File: src/rtl/elevator_drive.sv
// Three-floor elevator cab controller: accepts one-hot move commands, drives the motor and door.
// Optional completed-move counter enabled by defining ELEV_TRIP_COUNT_EN.
module elevator_drive #(
   parameter int unsigned FLOOR_CYCLES = 4,
   parameter int unsigned DOOR_CYCLES  = 3
) (
   input  logic       clk,
   input  logic       rst_n,
   input  logic       cmd_valid,
   output logic       cmd_ready,
   input  logic       d2,
   input  logic       d1,
   input  logic       n,
   input  logic       u1,
   input  logic       u2,
   output logic       motor_up,
   output logic       motor_dn,
   output logic       door_open,
   output logic [2:0] floor,
   output logic       done,
   output logic       cmd_err,
   output logic [7:0] trip_count
);

   localparam logic [1:0] ST_IDLE = 2'd0;
   localparam logic [1:0] ST_MOVE = 2'd1;
   localparam logic [1:0] ST_DOOR = 2'd2;

   localparam logic [7:0] FLOOR_LAST = 8'(FLOOR_CYCLES - 1);
   localparam logic [7:0] DOOR_LAST  = 8'(DOOR_CYCLES - 1);

   logic [1:0] state;
   logic [7:0] tick;
   logic [1:0] steps_left;
   logic       dir_up;

   logic [2:0] bit_count;
   logic       in_range;
   logic       cmd_legal;
   logic       accept;
   logic [1:0] cmd_steps;
   logic       cmd_up;
   logic       door_last_tick;

   assign bit_count = {2'b00, d2} + {2'b00, d1} + {2'b00, n} + {2'b00, u1} + {2'b00, u2};

   // Target-floor check uses the one-hot floor directly: u2 only from 1, d2 only from 3.
   always_comb begin
      in_range = 1'b0;
      if (u2)
         in_range = floor[0];
      else if (u1)
         in_range = ~floor[2];
      else if (n)
         in_range = 1'b1;
      else if (d1)
         in_range = ~floor[0];
      else if (d2)
         in_range = floor[2];
   end

   assign cmd_legal      = (bit_count == 3'd1) && in_range;
   assign cmd_steps      = (u2 || d2) ? 2'd2 : 2'd1;
   assign cmd_up         = u1 || u2;
   assign cmd_ready      = (state == ST_IDLE);
   assign accept         = cmd_valid && cmd_ready;
   assign door_last_tick = (state == ST_DOOR) && (tick == DOOR_LAST);

   assign motor_up  = (state == ST_MOVE) && dir_up;
   assign motor_dn  = (state == ST_MOVE) && !dir_up;
   assign door_open = (state == ST_DOOR);

   always_ff @(posedge clk or negedge rst_n) begin
      if (!rst_n) begin
         state      <= ST_IDLE;
         floor      <= 3'b001;
         tick       <= 8'd0;
         steps_left <= 2'd0;
         dir_up     <= 1'b0;
         done       <= 1'b0;
         cmd_err    <= 1'b0;
      end else begin
         done    <= 1'b0;
         cmd_err <= 1'b0;
         case (state)
            ST_IDLE: begin
               if (accept) begin
                  tick <= 8'd0;
                  if (!cmd_legal) begin
                     cmd_err <= 1'b1;
                  end else if (n) begin
                     state <= ST_DOOR;
                  end else begin
                     state      <= ST_MOVE;
                     steps_left <= cmd_steps;
                     dir_up     <= cmd_up;
                  end
               end
            end
            ST_MOVE: begin
               // The door opens on the same edge that lands the cab on its final floor.
               if (tick == FLOOR_LAST) begin
                  tick       <= 8'd0;
                  floor      <= dir_up ? {floor[1:0], 1'b0} : {1'b0, floor[2:1]};
                  steps_left <= steps_left - 2'd1;
                  if (steps_left == 2'd1)
                     state <= ST_DOOR;
               end else begin
                  tick <= tick + 8'd1;
               end
            end
            ST_DOOR: begin
               if (door_last_tick) begin
                  state <= ST_IDLE;
                  tick  <= 8'd0;
                  done  <= 1'b1;
               end else begin
                  tick <= tick + 8'd1;
               end
            end
            default: begin
               state <= ST_IDLE;
               tick  <= 8'd0;
            end
         endcase
      end
   end

`ifdef ELEV_TRIP_COUNT_EN
   logic       is_move;
   logic [7:0] trips;

   always_ff @(posedge clk or negedge rst_n) begin
      if (!rst_n)
         is_move <= 1'b0;
      else if (accept)
         is_move <= !n;
   end

   // Door-open commands do not count as trips; the counter sticks at its maximum.
   always_ff @(posedge clk or negedge rst_n) begin
      if (!rst_n)
         trips <= 8'h00;
      else if (door_last_tick && is_move && (trips != 8'hFF))
         trips <= trips + 8'h01;
   end

   assign trip_count = trips;
`else
   assign trip_count = 8'h00;
`endif

endmodule
File: config.mk
export PLATFORM = sky130hd
export DESIGN_NAME = elevator_drive
export DESIGN_NICKNAME = d
export VERILOG_FILES = /design/src/rtl/elevator_drive.sv
export SDC_FILE = /design/constraint.sdc
export NUM_CORES = 1
export LEC_CHECK = 0
export BUFFER_PORTS_ARGS = -buffer_cell sky130_fd_sc_hd__buf_2
export CORE_MARGIN = 8
export CORE_UTILIZATION = 40
export CTS_CLUSTER_DIAMETER = 30
export DETAILED_ROUTE_END_ITERATION = 16
export SYNTH_ARGS = -nofsm -noshare
export SYNTH_HDL_FRONTEND = slang
export SYNTH_SLANG_ARGS = --single-unit
File: constraint.sdc
create_clock -name clk -period 2 [get_ports clk]
set_input_delay 0 -clock clk [delete_from_list [all_inputs] [get_ports clk]]
set_output_delay 0 -clock clk [all_outputs]
set_load 0.03 [all_outputs]
; Yosys cells after proc, flatten, opt, wreduce, memory -nomap -nowiden
; Index checks and enable logic that the tools add are counted.
[classes]
n_addsub = 6
n_eq_ne = 12
n_mux = 28
bitwise_logic = 3
n_reduce_logical = 14
[ops]
columns = cell, count
row1 = two-way mux 8 bit, 3
row2 = one-hot mux 8 bit (3 select lines), 1
row3 = two-way mux 2 bit, 11
row4 = equality test 8 x 2 -> 1 bit (second input constant), 2
row5 = two-way mux 1 bit, 10
row6 = inequality test 2 x 1 -> 1 bit (second input constant), 5
row7 = AND reduction 5 bit, 2
row8 = adder 8 x 1 -> 8 bit (second input constant), 1
row9 = adder 3 x 1 -> 3 bit, 2
row10 = one-hot mux 2 bit (3 select lines), 1
row11 = logical AND 1 bit, 5
row12 = equality test 2 x 1 -> 1 bit (second input constant), 2
row13 = one-hot mux 2 bit (2 select lines), 1
row14 = AND reduction 4 bit, 1
row15 = adder 2 x 1 -> 3 bit, 1
row16 = equality test 3 x 1 -> 1 bit (second input constant), 1
row17 = two-way mux 3 bit, 1
row18 = inverter 1 bit, 3
row19 = adder 1 x 1 -> 2 bit, 1
row20 = equality test 2 bit (second input constant), 1
row21 = zero test 2 bit, 1
row22 = logical OR 1 bit, 2
row23 = inequality test 2 bit (second input constant), 1
row24 = AND reduction 2 bit, 1
row25 = other kinds (3), 3
[totals]
reg_bits = 18
input_bits = 8
out_inout_bits = 17
wordCells = 70

; Logic depth before layout (Yosys ltp)
; Gate-level depths: netlist (run 1).
[logic_depth]
word_depth = 9
ltp_mapped = 9
mapped_depth_nobuf = 9

; Least setup slack after synthesis (run 1)
; No wires, ideal clock.
[synth_path]
path_type = input port to flip-flop
start = in d2
end = reg steps_left[1]
setup_time_ns = 0.125
arrival_ns = 2.159
required_ns = 1.875
slack_ns = -0.284
cell_stages = 9
n_path_buf = 0
cell_sequence = inv_1 fa_1 inv_1 fa_1 ha_1 nor2_1 o211ai_4 a211oi_2 mux2_4
[synth_between]
elab_chain_cells = 8
elab_cells_between_ends = 19
classes_between = 4 x add/sub / 2 x eq/ne / 10 x mux / 3 x reduce/logical
[synth_lines]
columns = element, line
row1 = "start, declared", 11  ; input logic d2,
row2 = adder 1 x 1 -> 2 bit or two-way mux 1 bit (tied branches), "45, 58"
row3 = adder 2 x 1 -> 3 bit or two-way mux 1 bit (tied branches), "45, 56"
row4 = adder 3 x 1 -> 3 bit or two-way mux 1 bit (tied branches), "45, 54"
row5 = adder 3 x 1 -> 3 bit or two-way mux 1 bit (tied branches), "45, 52"
row6 = equality test 3 x 1 -> 1 bit or two-way mux 1 bit (tied branches), "62, 50"
row7 = logical AND 1 bit, 62  ; assign cmd_legal = (bit_count == 3'd1) && in_range;
row8 = inequality test 2 x 1 -> 1 bit (no line), -
row9 = AND reduction 5 bit (no line), -
row10 = "end signal, assigned", 95  ; steps_left <= cmd_steps;
row11 = "end signal, assigned", 105  ; steps_left <= steps_left - 2'd1;
row12 = "end, declared", 34  ; logic [1:0] steps_left;
; Parallel ways exist; a longest one is shown, timed or not. The select of a mux whose other input is x is not followed.
; A chain may end at the register's enable or synchronous reset.

; Worst setup path after layout (run 1)
[layout_path]
start = in n
end = reg steps_left[1]
[layout_between]
elab_chain_cells = 7
elab_cells_between_ends = 11
classes_between = 3 x add/sub / 3 x eq/ne / 3 x mux / 2 x reduce/logical
[layout_lines]
columns = element, line
row1 = "start, declared", 13  ; input logic n,
row2 = adder 2 x 1 -> 3 bit, 45  ; assign bit_count = {2'b00, d2} + {2'b00, d1} + {2'b00, n} + {2'b00, u1} + {2'b00, u2};
row3 = adder 3 x 1 -> 3 bit (2 in series), 45
row4 = equality test 3 x 1 -> 1 bit, 62
row5 = logical AND 1 bit, 62
row6 = inequality test 2 x 1 -> 1 bit (no line), -
row7 = AND reduction 5 bit (no line) *, -
; Every way passes the cells marked *; elsewhere a longest branch is shown, timed or not.

==> impl_metrics.csv, run 1 <==
group,metric,value,unit
placement,routabilityCongestion,0.817,
critical_path,crit_family,"buffers and inverters",
die,die_h,71.9,um
cts,cts_sinks,18,
critical_path,critPathMaxStageDelay,0.53,ns
layout,final.fill_count,309,
routing,drt-total-wl,2670,um
yosys,yosys_warnings,0,
yosys,ys_dominant_reg_cell,"dfrtp_1",
yosys,yosysSeqAreaShare,36.1,%
yosys,yosysMostFrequentCell,"dfrtp_1",
die,pin_count,25,
yosys,async_flop_share,100,%
yosys,synth_area,1250,um^2
timing,fin_crit_sh,95.7,%
timing,hold_viol_final,0,
critical_path,cp.required,2.19,ns
critical_path,worstSetupEndpointType,"flip-flop",
cts,clockBufferDepth,2,
timing,fin_setup_tns,0,ns
power,finalPower,1510,uW
global_routing,antenna_found_initial,0,
layout,area_growth,19.3,%
die,core-area,3000,um^2
power,power.density,1010,nW/um^2
yosys,synth_cell_types,42,
routing,ant_nets,0,
timing,maxSlewViolCount,0,
global_routing,first_global_vias,1022,
critical_path,cp.buffers_inverters,2,
yosys,yosysTopAreaCell,"dfrtp_1",
timing,finalClockSkew,0.00281,ns
routing,wl_per_cell,13.9,um
placement,dp.final_hpwl,2130,um
critical_path,critPathLaunchType,"input pin",
worst_hold_path,worstHoldPathType,"in -> reg",
yosys,postSynthCellCount,129,
placement,dp_cells,186,
routing,firstDrtPassIters,4,
layout,fin_cells,192,
critical_path,critPathMaxFanout,7,
yosys,synth_top_cell_area_share,34.0,%
layout,diodes,0,
layout,drive_above_1_share,28.3,%
global_routing,grtUsageTotal,11.3,%
critical_path,critPathSlowestCell,"dlygate4sd3_1",
cts,cts_tree,"done",
cts,numCtsBuffers,3,
routing,via_per_inst,5.03,
critical_path,crit_chain,"dlygate4sd3_1 -> buf_2 -> fa_2 -> ha_4 -> nor2_4 -> o211ai_4 -> a211oi_2 -> mux2_4",
yosys,ys_seq_elements,18,
cts,cts.clk_slew.worst_paths,0.11,ns
power,p_leak,0.000728,uW
timing,fmax,0.523,GHz
cts,clk_latency,0.29,ns
placement,port-buffer-count,16,
layout,fin_nets,177,
cts,cts_root_buffer,"clkbuf_4",
die,rows,20,
routing,num_vias,965,
yosys,yosys-top-cells-count,"dfrtp_1 (17), inv_1 (14), nand2_1 (9), o21ai_0 (9)",
global_routing,grt_pass1_wl,4690,um
routing,drc_errors,0,
yosys,syn_avg_cell_area,9.69,um^2
power,peakVddDrop,557,uV
run_status,status,"finished clean",
cts,htreeDepth,1,
routing,drt_iter0_markers,20,
die,dieArea,5170,um^2
global_routing,grt_overflow,0,
die,die_w,71.9,um
yosys,ys_top_cells_by_area,"dfrtp_1 (34%), ha_1 (7.0%), buf_4 (4.8%)",
critical_path,crit_type,"in -> reg",
flow_run,maxCapViolCount,0,
global_routing,grt_max_degree,19,
die,initial_utilization,41.6,%
timing,rsz0062_at_grt,"no",
timing,period_needed,1.91,ns
timing,setup_viol,0,
critical_path,cp.arrival,2.11,ns
yosys,synth_edf_count,0,
path summary, 6_finish.rpt:
check | startpoint | endpoint | slack, ns | cells after the start
hold reg to reg | steps_left[1] | steps_left[1] | 0.52 | 1
setup reg to reg | floor[2] | state[0] | 0.10 | 6
hold / removal | cmd_valid | cmd_err | 0.04 | 3
min in group asynchronous | rst_n | floor[2] | 0.16 | 2
setup / recovery | n | steps_left[1] | 0.09 | 8
max in group asynchronous | rst_n | floor[0] | 1.51 | 2
cell type report:
type	count	area, um^2	share of cell area [%]
multi-input combinational	96	742	49.7
clock buffer	4	36.3	2.43
timing repair buffer	27	168	11.2
sequential	18	452	30.3
tap	33	41.3	2.77
inverter	14	52.6	3.52
through the flow:
| step | setup WS (ns) | hold slack (ns) | utilization [%] | instance area (um^2) |
|---|---|---|---|---|
| after floorplan | -0.0798 | -0.296 | - | 1300 |
| after global placement | -0.136 | -0.0350 | 47.5 | 1430 |
| after detailed placement | -0.173 | -0.0409 | 47.5 | 1430 |
| after CTS | 0.0907 | 0.0279 | 49.4 | 1480 |
| after global routing | 0.0202 | 0.0422 | 49.7 | 1490 |
| final | 0.0870 | 0.0361 | 49.7 | 1490 |
worst min-delay path, stage by stage:
cell and delay [ns]:
buf_2 0.11, nand2_1 0.13, nor2b_1 0.06
what timing repair did:
item | 4_1_cts | 5_1_grt
hold buffers | 2 | 0
resized for setup | 0 | 1
setup endpoints to repair | 0 | 1
buffers inserted | 0 | 0
hold endpoints to repair | 19 | 0
cells in the final DEF, fill, tap and decap left out, drive strengths merged, types with 2 or more instances in the layout:
master       instances
nand2b               2
nor2b                5
inv                 14
buf                 25
nand2                9
conb                 8
a22o                 4
a21oi                5
o31ai                2
nand3                4
nor3                 3
and3                 3
dlygate4sd3          2
nor2                 9
and2                 3
mux2                 2
fa                   2
clkbuf               4
dfrtp               17
mux2i                2
o21ai               10
a31oi                2
ha                   7
sequential cells by signal, indices dropped and copies added, names as in the netlist:
name,flops
tick,8
floor,3
state,2
steps_left,2
cmd_err,1
dir_up,1
done,1
report_power, final:
group / switching [uW] / total [uW] / internal [uW]
clock network: 117 / 228 / 111
registers: 46.2 / 478 / 431
logic: 480 / 800 / 320
total: 643 / 1510 / 862
routing by layer:
layer  up-vias  wire length, um  track usage, %
met5         -                0               0
met4         0               27            3.40
met3         2              107            3.99
met2        12             1400            21.6
met1       457             1130            11.2
li1        494                -               -
cell families (layout without fill, tap and decap cells):
family          Yosys count  in the layout  share of synthesized area (%)
buf+inv                  22             45                           9.01
flops                    18             18                           36.1
other cells               1              8                          0.300
fa+ha+maj                 9              9                           10.2
mux                       4              4                           3.70
compound gates           32             32                           20.9
simple gates             43             43                           19.7
(Power assumes the default switching activity.)
==> run 2: changes to the inputs <==
--- a/config.mk
+++ b/config.mk
@@ -5,6 +5,7 @@
 export SDC_FILE = /design/constraint.sdc
 export NUM_CORES = 1
 export LEC_CHECK = 0
+export ABC_AREA = 1
 export BUFFER_PORTS_ARGS = -buffer_cell sky130_fd_sc_hd__buf_2
 export CORE_MARGIN = 8
 export CORE_UTILIZATION = 40
==> run 2 against run 1 <==
Effect of this change:
- maximum frequency rose by 5.3%
- register-to-register slack improved by 0.30 ns
- worst hold slack improved by 0.062 ns
- sequential power barely moved
- final cell count rose by 11%
- largest cell class unchanged
- highest routed layer unchanged
==> impl_metrics.csv, run 2 <==
group,metric,value,unit
run_status,status,"finished clean",
yosys,syn_avg_cell_area,7.81,um^2
yosys,synth_cell_types,27,
routing,ant_nets,0,
power,p_clk_share,14.2,%
timing,hold_viol_final,0,
layout,drive_above_1_share,19.4,%
critical_path,cp.arrival,2.01,ns
die,dieArea,5020,um^2
yosys,synth_area,1200,um^2
power,power.density,952,nW/um^2
die,core-area,2950,um^2
yosys,synth_top_family_by_area,"simple AND/OR/NAND/NOR gates",
yosys,yosys_warnings,0,
yosys,synth_top_cell_area_share,35.4,%
power,p_leak,0.000739,uW
yosys,synth_edf_count,0,
layout,largest_reg_flops,8,
layout,layout_commonest_cell,"nand2_1",
die,rows,20,
critical_path,critPathMaxFanout,7,
layout,fin_nets,198,
critical_path,critPathLaunchType,"input pin",
yosys,synth_xor_area_share,2.91,%
global_routing,grt_overflow,0,
timing,fmax,0.550,GHz
routing,drt_iter0_markers,56,
power,comb_power_share,49.6,%
routing,wl_met1,1030,um
layout,top_regs,"tick: 8 flops, floor: 3 flops",
critical_path,crit_chain,"buf_2 -> inv_1 -> fa_1 -> inv_1 -> fa_1 -> ha_1 -> a211oi_2 -> nand2_1 -> nand2_2 -> nand2_1 -> nand2_1 -> nand2_1",
power,sequentialPowerShare,36.2,%
routing,highest_layer,"met4",
cts,cts_setup_buffers,0,
routing,num_vias,1012,
placement,port-buffer-count,16,
power,finalPower,1320,uW
power,power_switching,594,uW
routing,firstDrtPassIters,4,
cts,cts.clk_slew.worst_paths,0.10,ns
cts,cts_sinks,18,
routing,dr_wl_met2,1230,um
power,p_int,724,uW
routing,via_per_inst,4.75,
routing,met3_wirelength,129,um
yosys,postSynthCellCount,154,
yosys,synth-compound-area-share,10.3,%
timing,setup_viol,0,
global_routing,antenna_found_initial,0,
worst_hold_path,worstHoldPathType,"in -> reg",
die,die_h,70.8,um
cts,cts_tree,"done",
cts,clockBufferDepth,2,
die,pin_count,25,
placement,dp_cells,207,
critical_path,crit_type,"in -> reg",
yosys,yosysSeqAreaShare,37.6,%
layout,final_cell_area,1380,um^2
yosys,synth_fa_ha_area_share,10.6,%
flow_run,maxCapViolCount,0,
timing,maxSlewViolCount,0,
timing,rsz0062_at_grt,"no",
yosys,synthMuxAreaShare,0,%
critical_path,critPathSlowestCell,"fa_1",
critical_path,cpMostUsedCell,"nand2_1",
yosys,ys_dominant_reg_cell,"dfrtp_1",
placement,dp.final_hpwl,2010,um
placement,routabilityCongestion,0.864,
placement,placed_cell_area,1330,um^2
routing,drc_errors,0,
global_routing,grt_max_degree,19,
placement,place_ws,-0.224,ns
critical_path,cp.required,2.19,ns
layout,top_register,"tick",
global_routing,grtUsageTotal,10.8,%
critical_path,worstSetupEndpointType,"flip-flop",
power,p_sw_share,45.0,%
yosys,yosysMostFrequentCell,"nand2_1",
layout,final_core_util,46.9,%
cts,htreeDepth,1,
cts,cts_root_buffer,"clkbuf_4",
layout,mostFrequentLayoutCells,"nand2_1 (39), inv_1 (22), dfrtp_1 (17), buf_2 (16), nor2_1 (11)",
layout,area_growth,15.1,%
global_routing,first_global_vias,1049,
yosys,async_flop_share,100,%
yosys,ys_top_cells_by_area,"dfrtp_1 (35%), nand2_1 (12%), ha_1 (7.3%)",
die,die_w,70.8,um
timing,finalClockSkew,0.00671,ns
yosys,yosys-top-cells-count,"nand2_1 (40), inv_1 (22), dfrtp_1 (17)",
yosys,yosysTopAreaCell,"dfrtp_1",
die,initial_utilization,40.7,%
timing,fin_crit_sh,90.9,%
layout,diodes,0,
routing,drt-total-wl,2450,um
cts,numCtsBuffers,3,
critical_path,critPathMaxStageDelay,0.54,ns
global_routing,grt_pass1_wl,4410,um
timing,period_needed,1.82,ns
layout,fin_cells,213,
routing,wl_per_cell,11.5,um
yosys,ys_seq_elements,18,
cts,clk_latency,0.29,ns
timing,fin_ws,0.183,ns
yosys,synth-simple-area-share,26.0,%
power,peakVddDrop,385,uV
run 2: layout make-up:
type                    instances  area [um^2]
fillers                       309         1570
multi-input cells             112          637
flip-flops and latches         18          452
repair buffers                 24          145
inverters                      22         82.6
well taps                      33         41.3
clock buffers                   4         26.3
run 2: stage by stage:
| stage | setup TNS [ns] | hold WS (ns) |
|---|---|---|
| 3_3_place_gp | -0.620 | -0.0403 |
| 2_1_floorplan | 0 | -0.296 |
| 6_report | 0 | 0.0977 |
| 3_5_place_dp | -1.04 | -0.0353 |
| 5_1_grt | 0 | 0.108 |
| 4_1_cts | 0 | 0.0823 |
run 2: critical path: cells and delay by family:
| family | cells | cell delay (ns) |
|---|---|---|
| adder cells (fa/ha/maj) | 3 | 1.21 |
| AO/OA/AOI/OAI | 1 | 0.19 |
| buffers and inverters | 3 | 0.19 |
| AND/OR/NAND/NOR | 5 | 0.42 |
run 2: what timing repair did:
action                                  CTS  global route
resized for setup                         0             2
hold buffers                              2             0
hold endpoints to repair                 19             0
endpoints found under the setup margin    0             5
run 2: per-layer routing:
layer	up-vias	global-route usage, %
met5	-	0
met4	0	6.24
met3	6	3.25
met2	17	19.1
met1	461	10.9
li1	528	-
run 2: cells by family after synthesis:
family	after synthesis
and+or+nand+nor	71
other	1
AOI/OAI and AO/OA	20
xor gates and xnor gates	4
adders and majority gates	9
DFF	18
buffers and inverters	31
run 2: path summary, 6_finish.rpt:
| kind | to | slack [ns] | start | cells past startpoint |
|---|---|---|---|---|
| hold / removal | state[1] | 0.1 | n | 5 |
| setup reg to reg | tick[3] | 0.40 | state[0] | 7 |
| max in group asynchronous | floor[0] | 1.51 | rst_n | 2 |
| min in group asynchronous | tick[7] | 0.16 | rst_n | 2 |
| hold reg to reg | steps_left[1] | 0.48 | steps_left[1] | 2 |
| setup / recovery | state[0] | 0.18 | d2 | 12 |
run 2: power by group through the flow:
stage	Combinational (uW)	Clock, uW	Sequential [uW]
final	654	188	477
after global routing	758	212	489
after CTS	658	201	478
after detailed placement	653	0	486
after global placement	638	0	486
after floorplan	482	0	492
